==> src/rtl/mealy_pkg.sv <==
// ---------------------------------------------------------------------------
// mealy_pkg
// Shared constants for the coin-operated vending controller: the credit
// state encodings, the product price and the value of each accepted coin,
// plus helpers that convert between a credit amount and its state code.
// ---------------------------------------------------------------------------
package mealy_pkg;

  // One state per 5-rupee credit step below the price.
  typedef enum logic [2:0] {
    S0  = 3'b000,
    S5  = 3'b001,
    S10 = 3'b010,
    S15 = 3'b011,
    S20 = 3'b100
  } state_t;

  localparam int unsigned PRICE       = 25;
  localparam int unsigned COIN_FIVE   = 5;
  localparam int unsigned COIN_TEN    = 10;
  localparam int unsigned COIN_TWENTY_FIVE = 25;

  // Credit held by a legal state code; illegal codes read as no credit.
  function automatic logic [5:0] credit_of(input logic [2:0] code);
    logic [5:0] credit;
    case (code)
      S5:      credit = 6'd5;
      S10:     credit = 6'd10;
      S15:     credit = 6'd15;
      S20:     credit = 6'd20;
      default: credit = 6'd0;
    endcase
    return credit;
  endfunction

  // State code for a credit amount strictly below the price.
  function automatic logic [2:0] state_of(input logic [5:0] credit);
    logic [2:0] code;
    case (credit)
      6'd5:    code = S5;
      6'd10:   code = S10;
      6'd15:   code = S15;
      6'd20:   code = S20;
      default: code = S0;
    endcase
    return code;
  endfunction

endpackage

==> src/rtl/mealy.sv <==
// ---------------------------------------------------------------------------
// mealy
// Mealy-style vending controller. Accumulates 5/10/25 rupee coins until the
// 25 rupee price is reached, then pulses theProduct in the same cycle as the
// qualifying coin and returns to zero credit. Overpayment is forfeited.
//
// Ports
//   clock            in   system clock, rising-edge active
//   reset            in   synchronous active-low reset
//   fiveRupees       in   one-cycle pulse: 5 rupee coin
//   tenRupees        in   one-cycle pulse: 10 rupee coin
//   twentyFiveRupees in   one-cycle pulse: 25 rupee coin
//   theProduct       out  combinational dispense pulse
// ---------------------------------------------------------------------------
module mealy
  import mealy_pkg::*;
(
  input  logic clock,
  input  logic reset,
  input  logic fiveRupees,
  input  logic tenRupees,
  input  logic twentyFiveRupees,
  output logic theProduct
);

  // Kept as a plain 3-bit vector so illegal codes stay observable in debug.
  logic [2:0] currentState;
  logic [2:0] state_d;
  logic [5:0] coin_value;
  logic [5:0] credit_sum;

  always_ff @(posedge clock) begin
    if (!reset) begin
      currentState <= S0;
    end else begin
      currentState <= state_d;
    end
  end

  always_comb begin
    state_d    = currentState;
    theProduct = 1'b0;
    coin_value = 6'd0;
    credit_sum = 6'd0;

    // Only the highest-value coin counts when several arrive together.
    if (twentyFiveRupees) begin
      coin_value = 6'(COIN_TWENTY_FIVE);
    end else if (tenRupees) begin
      coin_value = 6'(COIN_TEN);
    end else if (fiveRupees) begin
      coin_value = 6'(COIN_FIVE);
    end

    credit_sum = credit_of(currentState) + coin_value;

    if (!reset) begin
      state_d = S0;
    end else if (currentState > S20) begin
      // Recover from an illegal code without dispensing.
      state_d = S0;
    end else if (coin_value != 6'd0) begin
      if (credit_sum >= 6'(PRICE)) begin
        theProduct = 1'b1;
        state_d    = S0;
      end else begin
        state_d = state_of(credit_sum);
      end
    end
  end

endmodule

==> config.mk <==
export PLATFORM = sky130hd
export DESIGN_NAME = mealy
export DESIGN_NICKNAME = d
export VERILOG_FILES = /design/src/rtl/mealy_pkg.sv /design/src/rtl/mealy.sv
export SDC_FILE = /design/constraint.sdc
export NUM_CORES = 1
export LEC_CHECK = 0
export CAP_MARGIN = 0
export CORE_MARGIN = 1
export CORE_UTILIZATION = 30
export CTS_CLUSTER_SIZE = 24
export DETAILED_ROUTE_END_ITERATION = 8
export GPL_TIMING_DRIVEN = 0
export PLACE_DENSITY_LB_ADDON = 0.12
export SKIP_CTS_REPAIR_TIMING = 1
export SYNTH_ARGS = -nofsm -noshare
export SYNTH_HDL_FRONTEND = slang
export SYNTH_SLANG_ARGS = --single-unit
export TNS_END_PERCENT = 1
==> constraint.sdc <==
create_clock -name clock -period 3 [get_ports clock]
set_input_delay 0.3 -clock clock [delete_from_list [all_inputs] [get_ports clock]]
set_output_delay 0.3 -clock clock [all_outputs]
set_load 0.03 [all_outputs]
==> results summary <==
The overall overflow remaining after global route is 0. The count of nets left with antenna violations once routing finished came out at 0. The die outline height is 43.4 um. The static leakage power is 0.000263 uW. STA classifies the critical path endpoint as an output port.

The first global-routing pass estimated 1890 um of wire. The maximum clock insertion buffer count is 2. For this run, design rule violations remaining after detail routing come to 2. The share of flip-flops with an asynchronous set or reset is 0%. The number of buffer cells added on primary ports is 5. The mean number of vias per cell is 5.51. Global routing consumed, over all layers together, 13.6% of the routing resources. The achievable clock frequency is 0.356 GHz. The congestion estimate from routability-driven global placement came to 0.723. The register area share after synthesis came out at 11.7%.

Once placement finished, the instance area stood at 583 um^2. The start-to-end type of the worst setup path is input port to output port. The final worst hold slack came out at 0.518 ns. The final reports fail on DRC. Counting the fill cells in the layout gives 161. The clock sink total is 3. The post-layout worst setup margin came out at 0.189 ns.

The average routed wire per standard cell is 12.9 um. The worst setup path is launched from an input port. The fraction of final layout cells with drive strength greater than 1 came out at 17.1%. The number of different library cells used by synthesis comes to 32. The worst clock skew is 0.00204 ns. The library cell with the largest summed area after synthesis is sky130_fd_sc_hd__ha_1. The synthesized instance count came out at 66. Data arrives at the worst endpoint at 2.51 ns.

The TritonCTS clock tree is done. The final wirelength is 1190 um. The maximum number of pins on one net before global-route repair came out at 10. Summed over its instances, the top area cell type makes up 12.2% of the synthesized netlist area. The half-perimeter wire length of the detailed placement result is 925 um.

The count of endpoints failing hold in the final timing report is 0. VDD sags by at most 0.000204 V. The final number of max-transition violations was 0.

The number of antenna violations at the first check in global routing is 0. Measured in cells, the most critical reg-to-reg path has a length of 8. Dividing the synthesized area by the synthesized cell count gives 7.77 um^2. For this run, the leading register cell type out of synthesis is sky130_fd_sc_hd__dfxtp_1. The clock latency at the later pin of the worst-skew pair came out at 0.23 ns.

The detailed router finished its first iteration with 15 violations. The number of standard cells in the final layout excluding fillers is 92. The max capacitance violation total came out at 0. Synthesis inferred 3 register bits. Counting instances, the worst hold path has a depth of 1. Setup violations remaining at the end of the flow were counted as 0. The area of the core came out at 1560 um^2.

The worst hold path class is flop to flop. The final-stage net count is 88. Setup repair after global routing left no endpoint under its margin. The power density over the cells came out at 263 nW/um^2. STA puts the critical path data required time at 2.70 ns. The synthesized design contains 0 enable-type register cells.

The number of rows created at floorplan is 14. The die area is 1880 um^2. In this run the worst path has a maximum fanout of 3. The floorplan die width is 43.4 um. After synthesis, the cell types taking the most area are sky130_fd_sc_hd__ha_1 (12%), sky130_fd_sc_hd__dfxtp_1 (12%), sky130_fd_sc_hd__xnor2_1 (6.8%). The area growth from synthesis to layout is 20.7%.

Counting tap cells, the placed design contains a total of 87 instances. The initial standard-cell utilization of the core came out at 32.9%. In this run the clock root is driven by a sky130_fd_sc_hd__clkbuf_4. The portion of the clock cycle consumed by the worst path in the final layout is 93.7%.

The transition at the pin with the smallest max-transition slack is 0.606 ns. The run finished, with violations left. The normalized max-slew margin is 59.3%. Synthesis produced a netlist with a net count of 77. The TritonCTS buffer count came out at 3. The deepest level of the CTS H-tree came out at 1.

The clock period minus final worst setup slack came out at 2.81 ns. The register with the most flip-flops is currentState. The yosys synthesis warning count is 0.

0 antenna diodes ended up in the layout. The cell area after synthesis is 513 um^2. The iteration count of the initial detailed-routing pass is 6.

In the final layout, the registers with the most flip-flops are currentState x3. For the final routed database, the setup TNS stands at 0 ns. The number of primary I/O pins came out at 6.

The number of global-route vias before repair was 393. The total non-filler cell area in the finished layout came out at 619 um^2. Clock-pin slew was measured on the worst setup and hold paths at 0.03 ns. The number of vias in the routed layout is 507. The register with the most flip-flops in the layout has 3 of them. The pre-CTS setup slack is -0.419 ns.
placed cells by master (no fill, tap or decap), types with 2 or more instances in the layout:
cell,Yosys,routed
sky130_fd_sc_hd__inv_1,7,7
sky130_fd_sc_hd__a211oi_1,2,2
sky130_fd_sc_hd__a32o_1,2,2
sky130_fd_sc_hd__buf_4,1,3
sky130_fd_sc_hd__ha_1,5,4
sky130_fd_sc_hd__nor2_1,2,2
sky130_fd_sc_hd__or2_2,2,2
sky130_fd_sc_hd__o21ai_0,5,5
sky130_fd_sc_hd__o21bai_1,2,2
sky130_fd_sc_hd__or2_1,2,2
sky130_fd_sc_hd__nor3_1,5,5
sky130_fd_sc_hd__a21oi_1,2,2
sky130_fd_sc_hd__dfxtp_1,3,3
sky130_fd_sc_hd__clkbuf_4,0,3
sky130_fd_sc_hd__clkdlybuf4s50_1,0,4
sky130_fd_sc_hd__nand2_1,2,2
sky130_fd_sc_hd__nand2b_1,3,3
sky130_fd_sc_hd__xor2_1,2,2
sky130_fd_sc_hd__xnor2_1,4,4
metrics by stage:
stage	power [uW]	utilization [%]
5_1_grt	180	39.7
4_1_cts	167	39.1
3_3_place_gp	92.8	37.4
3_5_place_dp	92.5	37.4
2_1_floorplan	77.4	-
6_report	163	39.7
per-layer routing:
| layer | global-route usage, % | vias up | share of wire, % |
|---|---|---|---|
| li1 | - | 260 | - |
| met1 | 22.2 | 236 | 55 |
| met2 | 17.3 | 11 | 40 |
| met3 | 5.42 | 0 | 5.2 |
| met4 | 0 | 0 | 0 |
| met5 | 0 | - | 0 |
Yosys cell counts, types with 2 or more instances:
cell                       instances
sky130_fd_sc_hd__ha_1              5
sky130_fd_sc_hd__o21ai_0           5
sky130_fd_sc_hd__inv_1             7
sky130_fd_sc_hd__or2_2             2
sky130_fd_sc_hd__a21oi_1           2
sky130_fd_sc_hd__dfxtp_1           3
sky130_fd_sc_hd__a32o_1            2
sky130_fd_sc_hd__nor3_1            5
sky130_fd_sc_hd__xnor2_1           4
sky130_fd_sc_hd__or2_1             2
sky130_fd_sc_hd__nand2_1           2
sky130_fd_sc_hd__o21bai_1          2
sky130_fd_sc_hd__nor2_1            2
sky130_fd_sc_hd__nand2b_1          3
sky130_fd_sc_hd__xor2_1            2
sky130_fd_sc_hd__a211oi_1          2
worst max-delay path: stages:
cell                              delay (ns)
sky130_fd_sc_hd__clkdlybuf4s50_1        0.50
sky130_fd_sc_hd__inv_1                  0.07
sky130_fd_sc_hd__o21bai_1               0.14
sky130_fd_sc_hd__ha_2                   0.20
sky130_fd_sc_hd__inv_1                  0.05
sky130_fd_sc_hd__fa_2                   0.37
sky130_fd_sc_hd__nor2b_2                0.13
sky130_fd_sc_hd__o21ai_0                0.08
sky130_fd_sc_hd__a21oi_1                0.14
sky130_fd_sc_hd__o21ai_1                0.08
sky130_fd_sc_hd__a311oi_1               0.24
sky130_fd_sc_hd__buf_4                  0.21
layout make-up:
cell class	instances	area, um^2	area share, %
Multi-Input combinational cell	55	424	68.5
Sequential cell	3	60.1	9.70
Clock buffer	4	26.3	4.24
Inverter	7	26.3	4.24
Tap cell	16	20.0	3.23
Timing Repair Buffer	6	55.1	8.89
Buffer	1	7.51	1.21
report_power, final:
group | switching (uW) | internal (uW) | total (uW)
combinational | 27.3 | 24.4 | 51.7
clock | 20.5 | 49.8 | 70.3
sequential | 0.405 | 40.6 | 41.0
logic make-up after synthesis:
kind of cell	count (synthesis)	share of synthesized area (%)
adder cells (fa/ha/maj)	6	16.1
AO/OA/AOI/OAI	20	28.8
XOR/XNOR	6	10.2
AND/OR/NAND/NOR	23	26.6
buffers and inverters	8	6.59
flip-flops	3	11.7
final timing paths:
check,endpoint,slack (ns),start
max reg2reg,currentState[2]$_SDFFE_PP0N_,0.54,currentState[2]$_SDFFE_PP0N_
max,theProduct,0.19,fiveRupees
min reg2reg,currentState[1]$_SDFFE_PP0N_,0.52,currentState[1]$_SDFFE_PP0N_
min,currentState[1]$_SDFFE_PP0N_,0.52,currentState[1]$_SDFFE_PP0N_
Note: power is estimated with default switching activity, not from simulation.
